==> config.mk <==
export PLATFORM = sky130hd
export DESIGN_NAME = uart_rx_fifo
export DESIGN_NICKNAME = d
export VERILOG_FILES = /design/src/rtl/uart_rx_fifo_pkg.sv /design/src/rtl/uart_rx_fifo_mem.sv /design/src/rtl/uart_rx_fifo.sv
export SDC_FILE = /design/constraint.sdc
export NUM_CORES = 1
export LEC_CHECK = 0
export CAP_MARGIN = 25
export CORE_MARGIN = 4
export CORE_UTILIZATION = 58
export DETAILED_ROUTE_END_ITERATION = 6
export PLACE_DENSITY = 0.81
export REMOVE_ABC_BUFFERS = 1
export SKIP_CTS_REPAIR_TIMING = 1
export SLEW_MARGIN = 20
export SYNTH_ARGS = -nofsm -noshare
export SYNTH_HDL_FRONTEND = slang
export SYNTH_SLANG_ARGS = --single-unit
==> constraint.sdc <==
create_clock -name clk -period 8.78 [get_ports clk]
set_input_delay 1.317 -clock clk [delete_from_list [all_inputs] [get_ports clk]]
set_output_delay 1.317 -clock clk [all_outputs]
set_load 0.01 [all_outputs]
==> src/rtl/uart_rx_fifo_pkg.sv <==
// Shared UART receive-path constants: byte width and default FIFO sizing.
package uart_rx_fifo_pkg;

   localparam int unsigned UART_DATA_W   = 8;
   localparam int unsigned FIFO_DEPTH    = 16;
   localparam int unsigned FIFO_AF_LEVEL = 12;

endpackage : uart_rx_fifo_pkg

==> src/rtl/uart_rx_fifo_mem.sv <==
// FIFO storage: DEPTH x DATA_W register array, one synchronous write port and
// one asynchronous read port.
//   clk    in   clock
//   we     in   write enable
//   waddr  in   write address
//   wdata  in   write data
//   raddr  in   read address
//   rdata  out  read data (combinational from the array)
module uart_rx_fifo_mem
   import uart_rx_fifo_pkg::*;
#(
   parameter int unsigned DATA_W = UART_DATA_W,
   parameter int unsigned DEPTH  = FIFO_DEPTH,
   localparam int unsigned AW    = $clog2(DEPTH)
) (
   input  logic              clk,
   input  logic              we,
   input  logic [AW-1:0]     waddr,
   input  logic [DATA_W-1:0] wdata,
   input  logic [AW-1:0]     raddr,
   output logic [DATA_W-1:0] rdata
);

   logic [DATA_W-1:0] mem [DEPTH];

   // Storage is deliberately not reset; empty/valid tracking makes it don't-care.
   always_ff @(posedge clk) begin
      if (we) begin
         mem[waddr] <= wdata;
      end
   end

   assign rdata = mem[raddr];

endmodule : uart_rx_fifo_mem

==> src/rtl/uart_rx_fifo.sv <==
// UART receive buffer: captures rx_data on each rising edge of rx_done into a
// FIFO and presents it on a first-word-fall-through valid/ready port.
//   clk          in   system clock
//   reset        in   asynchronous active-low reset
//   rx_data      in   byte from the receiver
//   rx_done      in   receiver byte-complete strobe (rising edge writes once)
//   out_data     out  head-of-FIFO byte (0 when empty)
//   out_valid    out  FIFO non-empty
//   out_ready    in   consumer accepts out_data this cycle
//   count        out  occupancy 0..DEPTH
//   almost_full  out  count >= AF_LEVEL
//   overrun      out  sticky: a byte was dropped while full
//   clr_overrun  in   clears overrun (a simultaneous drop wins)
module uart_rx_fifo
   import uart_rx_fifo_pkg::*;
#(
   parameter int unsigned DATA_W   = UART_DATA_W,
   parameter int unsigned DEPTH    = FIFO_DEPTH,
   parameter int unsigned AF_LEVEL = FIFO_AF_LEVEL,
   localparam int unsigned AW      = $clog2(DEPTH)
) (
   input  logic              clk,
   input  logic              reset,
   input  logic [DATA_W-1:0] rx_data,
   input  logic              rx_done,
   output logic [DATA_W-1:0] out_data,
   output logic              out_valid,
   input  logic              out_ready,
   output logic [AW:0]       count,
   output logic              almost_full,
   output logic              overrun,
   input  logic              clr_overrun
);

   logic              rx_done_d;
   logic [AW:0]       wr_ptr;
   logic [AW:0]       rd_ptr;
   logic [AW:0]       count_nxt;
   logic              empty;
   logic              full;
   logic              wr_req;
   logic              wr_fire;
   logic              rd_fire;
   logic              drop;
   logic [DATA_W-1:0] head_data;

   // Extra wrap bit distinguishes full from empty when the addresses match.
   assign empty   = (wr_ptr == rd_ptr);
   assign full    = (wr_ptr[AW] != rd_ptr[AW]) && (wr_ptr[AW-1:0] == rd_ptr[AW-1:0]);
   assign wr_req  = rx_done & ~rx_done_d;
   assign rd_fire = out_valid & out_ready;
   // A read in the same cycle frees a slot, so a write to a full FIFO still lands.
   assign wr_fire = wr_req & (~full | rd_fire);
   assign drop    = wr_req & full & ~rd_fire;

   assign out_valid = ~empty;
   assign out_data  = out_valid ? head_data : '0;

   // Occupancy update.
   always_comb begin
      count_nxt = count;
      unique case ({wr_fire, rd_fire})
         2'b10:   count_nxt = count + (AW+1)'(1);
         2'b01:   count_nxt = count - (AW+1)'(1);
         default: count_nxt = count;
      endcase
   end

   // Edge detector, pointers, count and flags.
   always_ff @(posedge clk or negedge reset) begin
      if (!reset) begin
         rx_done_d   <= 1'b0;
         wr_ptr      <= '0;
         rd_ptr      <= '0;
         count       <= '0;
         almost_full <= 1'b0;
         overrun     <= 1'b0;
      end else begin
         rx_done_d   <= rx_done;
         count       <= count_nxt;
         almost_full <= (count_nxt >= (AW+1)'(AF_LEVEL));
         if (wr_fire) begin
            wr_ptr <= wr_ptr + (AW+1)'(1);
         end
         if (rd_fire) begin
            rd_ptr <= rd_ptr + (AW+1)'(1);
         end
         if (drop) begin
            overrun <= 1'b1;
         end else if (clr_overrun) begin
            overrun <= 1'b0;
         end
      end
   end

   uart_rx_fifo_mem #(
      .DATA_W (DATA_W),
      .DEPTH  (DEPTH)
   ) u_mem (
      .clk   (clk),
      .we    (wr_fire),
      .waddr (wr_ptr[AW-1:0]),
      .wdata (rx_data),
      .raddr (rd_ptr[AW-1:0]),
      .rdata (head_data)
   );

endmodule : uart_rx_fifo

==> run metrics, run 1 <==
Combinational Power Share=0.315; Warnings, synthesis=0; Min Hold Slack=499 ps; Vias=3075; Ports=29; P per Cell Area=340 nW/um^2; area grow syn2layout=15.9%; max_cap viols=0; drc violations=0; Slew HR=0.398; Initial DRC Count=298; number of global-route vias before repair=3244; FP Rows=37; min Tclk post-route=4610 ps; Worst Path Arrival=3300 ps; Layout Skew=about 6.5 ps; crit path capture type=primary output; Post-synth ARST share=0.123; vias per std cell=6.07; clk buf depth=2; antenna-violating nets left=0; fin crit share=0.525; layout cells sized above 1=0.189; Fin. Hold Viols=0; ys flop type=edfxtp_1; final setup TNS=0 ps; antenna violations before repair=0; grt ovf=0; TritonCTS clock tree=done; worst skew pair latency=520 ps; status=complete, no violations; Synth top area share=0.634; synthesized area=6060 sq um; DRT Pass-1 Iters=5; number of synthesized flops with an enable pin=around 130; Post-Route WL=11.3 mm; peak supply drop=0.185 mV; Avg Synthesized Cell Area=18.5 sq um; post-synthesis sequential element count=146; Fmax=217 MHz; htree depth=4; FILL cells=620; final slew viol count=0; Max Fanout on Critical Path=20; clock group share of total power=0.299; largest net degree at the start of global routing=29; GRT Util Overall=0.210; Cells after DPL=475; met3 wire len=671 um; first-pass GRT wire length=18.1 mm; clock transition at the registers of the reported paths=60 ps; Die ar.=12100 sq um; # diodes=0; sw power=~0.00073 W; number of buffers added on ports=28; core footprint=approximately 10000 sq um; Non-Filler Instances=507; WL met2=5.67 mm; Num CTS Buffers=17; Worst Hold Class=reg -> reg; RSZ-0062 raised after global routing=false; post-detail-place hpwl=6.96 mm; startpoint types=flop; Root Buffer=clkbuf_8; NumNets Final=around 380; top sig layer=met4; sequential area share after synthesis=0.709; met1 wire length=4.67 mm; Die Span Y=110 um; Netlist cell types=38; Die Wd=about 110 um; Slowest cell on crit path=dfrtp_1; Total Power=about 0.0024 W; slew of the pin with the lowest slew margin=899 ps; Int Pwr=0.00165 W; WP data required=7460 ps; CTS Sinks=approximately 150; Starting Density=0.592; CP peak stage delay=910 ps; Pleak=2.40 nW; largest cells by area after synthesis=edfxtp_1 (63%), mux4_2 (12%), dfrtp_1 (7.4%); CP Class=reg -> out; Syn Inst Count=between 300 and 400; sequential share of power=0.386; final setup vio count=0; gpl congestion=between 0.7 and 0.8; top cell type by total area after synthesis=edfxtp_1; Net Sw Frac=0.307; WL per Instance=22.2 um; cells along the critical path=xnor2_1 -> nand4_1 -> nor2_1 -> a211oi_1 -> clkdlybuf4s50_1
==> stage by stage <==
stage                     area [sq um]  setup slack [ps]   util
final                             7020              4170  0.686
after detailed placement          6430              4170  0.628
after floorplan                   5950              4490      -
after global routing              7020              3900  0.686
after global placement            6430              4350  0.628
after CTS                         7020              4080  0.686
==> cell type report <==
type | instances | area, sq um | share of cell area
Inverter | 7 | 26.3 | 0.00374
Sequential cell | 146 | 4300 | 0.612
Clock inverter | 14 | 178 | 0.0253
Timing Repair Buffer | 32 | 310 | 0.0442
Clock buffer | 18 | 418 | 0.0595
Multi-Input combinational cell | 154 | 1630 | 0.231
Tap cell | 136 | 170 | 0.0242
==> flip-flops by register name (all words and copies together), names as in the netlist <==
register     count
wr_ptr           5
u_mem.mem      128
rx_done_d        1
rd_ptr           5
overrun          1
count            5
almost_full      1
==> worst max-delay path: cells and delay by family (launching register included) <==
family,cells,cell delay (ps)
compound gates,1,180
xor+xnor,1,200
buf+inv,1,550
flops,1,910
simple gates,2,940
==> cells by family (layout without fill, tap and decap cells) <==
group / count (synthesis) / count (layout) / share of synthesized area
xor+xnor: 21 / 21 / 0.0304
flops: 146 / 146 / 0.709
fa+ha+maj: 8 / 8 / 0.0165
compound gates: 31 / 31 / 0.0370
mux: 43 / 43 / 0.138
buf+inv: 27 / 71 / 0.0229
simple gates: 51 / 51 / 0.0467
==> layer usage <==
layer / vias up / GRT usage
li1: 1360 / -
met3: 23 / 0.0460
met4: 0 / 0.0915
met1: 1565 / 0.294
met2: 127 / 0.321
met5: - / 0
==> Yosys cell counts, types with 2 or more instances <==
library cell / number
a211oi_1: 16
a21oi_1: 2
and3_1: 15
buf_2: 9
buf_4: 2
buf_6: 2
clkbuf_1: 5
dfrtp_1: 18
edfxtp_1: 128
ha_1: 8
inv_1: 7
mux2_2: 2
mux2i_1: 8
mux4_2: 32
nand2_1: 4
nand2b_1: 3
nand4_1: 3
nor2_1: 9
nor2b_1: 10
nor3_1: 3
o21ai_0: 5
xnor2_1: 14
xor2_1: 7
==> cells in the final DEF (no fill, tap or decap), drive strengths merged, types with 3 or more instances in the layout <==
cell	Yosys	routed
a211oi	16	16
mux2i	8	8
clkdlybuf4s50	0	28
nor3	3	3
clkbuf	6	18
dfrtp	18	18
nand4	3	3
bufinv	0	3
ha	8	8
nor2b	10	10
buf	14	4
clkinvlp	0	3
clkinv	0	4
edfxtp	128	128
and3	15	15
inv	7	11
xnor2	14	14
o21ai	5	5
mux2	3	3
mux4	32	32
nand2	4	4
nor2	9	9
a21oi	3	3
xor2	7	7
nand2b	3	3
==> power groups by stage <==
stage	Clock (W)	Sequential [W]	Combinational [W]
detailed placement	0	0.000931	0.000748
global placement	0	0.000926	0.000729
global route	0.000761	0.000929	0.000813
finish	0.000713	0.000919	0.000752
floorplan	0	0.000971	0.000426
CTS	0.000722	0.000919	0.000757
==> worst paths after layout <==
kind | startpoint | end | slack (ps) | depth (start not counted)
worst min-delay path | count[4] | count[4] | 500 | 1
min in group asynchronous | reset | count[4] | 1270 | 1
max in group asynchronous | reset | rd_ptr[0] | 6950 | 1
worst min register to register | count[4] | count[4] | 500 | 1
worst max-delay path | rd_ptr[2] | out_data[0] | 4170 | 5
worst max register to register | rd_ptr[2] | almost_full | 4640 | 12
Power figures use the tool's default switching activity.
==> inputs of run 2 (changes only) <==
--- a/config.mk
+++ b/config.mk
@@ -7,9 +7,9 @@
 export LEC_CHECK = 0
 export CAP_MARGIN = 25
 export CORE_MARGIN = 4
-export CORE_UTILIZATION = 58
+export CORE_UTILIZATION = 54
 export DETAILED_ROUTE_END_ITERATION = 6
-export PLACE_DENSITY = 0.81
+export PLACE_DENSITY = 0.79
 export REMOVE_ABC_BUFFERS = 1
 export SKIP_CTS_REPAIR_TIMING = 1
 export SLEW_MARGIN = 20
==> constraint.sdc (replaced) <==
create_clock -name clk -period 3.9 [get_ports clk]
set_input_delay 0.585 -clock clk [delete_from_list [all_inputs] [get_ports clk]]
set_output_delay 0.585 -clock clk [all_outputs]
set_load 0.01 [all_outputs]
==> run 2 against run 1 <==
Net effect:
- power grew 130%
- sequential share of layout area is 0.43 points lower
- via count increased by 0.13%
- die area increased by 6.9%
- routed wire length rose by 3.3%
==> run metrics, run 2 (synthesis gave the netlist of run 1 again) <==
TritonCTS clock tree=done; FILL cells=683 (+10%); CP Class=reg -> out; area taken by flip-flops and latches=4300 sq um (unchanged); Slew HR=0.468 (+0.0693); startpoint types=flop; FP Rows=38 (+2.7%); Fmax=between 200 and 300 MHz; peak supply drop=0.352 mV (+90%); Post-Route Utilization=0.650 (-0.0368); Initial DRC Count=248 (-17%); slew of the pin with the lowest slew margin=796 ps (-103 ps); fin crit share=0.931; Final Cell Area=7070 sq um (+0.71%); status=complete, no violations; multi-input logic area=1630 sq um (unchanged); Min Hold Slack=508 ps (+9.44 ps); worst skew pair latency=530 ps (about the same); drc violations=0 (unchanged); DRT Pass-1 Iters=5 (unchanged); antenna-violating nets left=0 (unchanged); Die Wd=114 um (+3.4%); Num CTS Buffers=17 (unchanged); dpl cell area=6450 sq um (+0.43%); min Tclk post-route=3630 ps; WP data required=3310 ps (-4150 ps); Fin. Hold Viols=0 (unchanged); largest net degree at the start of global routing=36 (+24%); Ports=29 (unchanged); Biggest register=u_mem.mem; WL per Instance=22.7 um (+2.1%); most frequent cells in the layout=edfxtp_1 (128), mux4_2 (32), clkdlybuf4s50_1 (28); Vias=3079 (+0.13%); most common cell after layout, fill and taps aside=edfxtp_1; crit path capture type=primary output; clock transition at the registers of the reported paths=60 ps (about the same); Layout Skew=7.32 ps (+0.848 ps); number of buffers added on ports=28 (unchanged); first-pass GRT wire length=18.8 mm (+4.2%); vias per std cell=6.00 (-1.0%); Die ar.=13000 sq um (+6.9%); Max Fanout on Critical Path=35 (+75%); CTS Sinks=146 (unchanged); Worst Path Arrival=3050 ps (-250 ps); number of global-route vias before repair=3257 (+0.40%); post-detail-place hpwl=6.78 mm (-2.6%); gpl congestion=0.795 (+7.6%); Cells after DPL=482 (+1.5%); max_cap viols=0 (unchanged); # diodes=0 (unchanged); area grow syn2layout=16.7%; RSZ-0062 raised after global routing=false; Worst Hold Class=reg -> reg; Post-Route WL=11.7 mm (+3.3%); core footprint=10900 sq um (+6.4%); grt ovf=0 (unchanged); final slew viol count=0 (unchanged); GRT Util Overall=0.198 (-0.0114); Non-Filler Instances=513 (+1.2%); final setup vio count=0 (unchanged); Total Power=0.00547 W (+130%); Die Span Y=114 um (+3.4%); Pleak=2.44 nW (+1.5%); clk buf depth=2 (unchanged); P per Cell Area=774 nW/um^2 (+130%); Root Buffer=clkbuf_8; Largest register FFs=128 (unchanged); layout cells sized above 1=0.196 (+0.00703); antenna violations before repair=0 (unchanged); Starting Density=0.556 (-0.0357); NumNets Final=382 (+0.79%); htree depth=4 (unchanged)
-- run 2: metrics by stage --
stage / worst slack [ps] / setup TNS (ps)
6_report: 268 / 0
5_1_grt: 141 / 0
4_1_cts: 41.9 / 0
3_5_place_dp: 324 / 0
3_3_place_gp: 463 / 0
2_1_floorplan: -386 / -386
-- run 2: final timing paths --
path	from	end	slack (ps)	depth (start not counted)
worst min register to register	count[4]	count[4]	510	1
min in group asynchronous	reset	rd_ptr[3]	530	1
worst max-delay path	rd_ptr[0]	out_data[0]	270	6
worst min-delay path	count[4]	count[4]	510	1
worst max register to register	wr_ptr[2]	almost_full	420	12
max in group asynchronous	reset	rd_ptr[0]	2830	1
-- run 2: metal layers --
metal  share of wire  vias to the layer above  track usage
li1                -                     1377            -
met4           0.011                        0       0.0721
met5               0                        -            0
met3           0.065                        9       0.0493
met1            0.40                     1585        0.272
met2            0.52                      108        0.312
-- run 2: where the power goes --
group / leakage [nW] / total (W) / internal [W] / switching (W)
Combinational: 0.770 / 0.00179 / 0.000894 / 0.000894
Sequential: 1.37 / 0.00200 / 0.00186 / 0.000138
Clock: 0.299 / 0.00168 / 0.00105 / 0.000636
Total: 2.44 / 0.00547 / 0.00380 / 0.00167
-- run 2: area by class of cell --
| type | count | share of cell area |
|---|---|---|
| well taps | 140 | 0.0248 |
| clock inverters | 14 | 0.0283 |
| repair buffers | 35 | 0.0476 |
| flip-flops and latches | 146 | 0.607 |
| multi-input cells | 154 | 0.230 |
| inverters | 7 | 0.00371 |
| clock buffers | 17 | 0.0586 |
-- run 2: critical path, cell delays in order, from the launching register on --
cell	delay, ps
dfrtp_2	370
buf_6	410
mux4_2	560
nor2b_1	160
a211oi_1	370
a211oi_1	100
clkdlybuf4s50_1	520
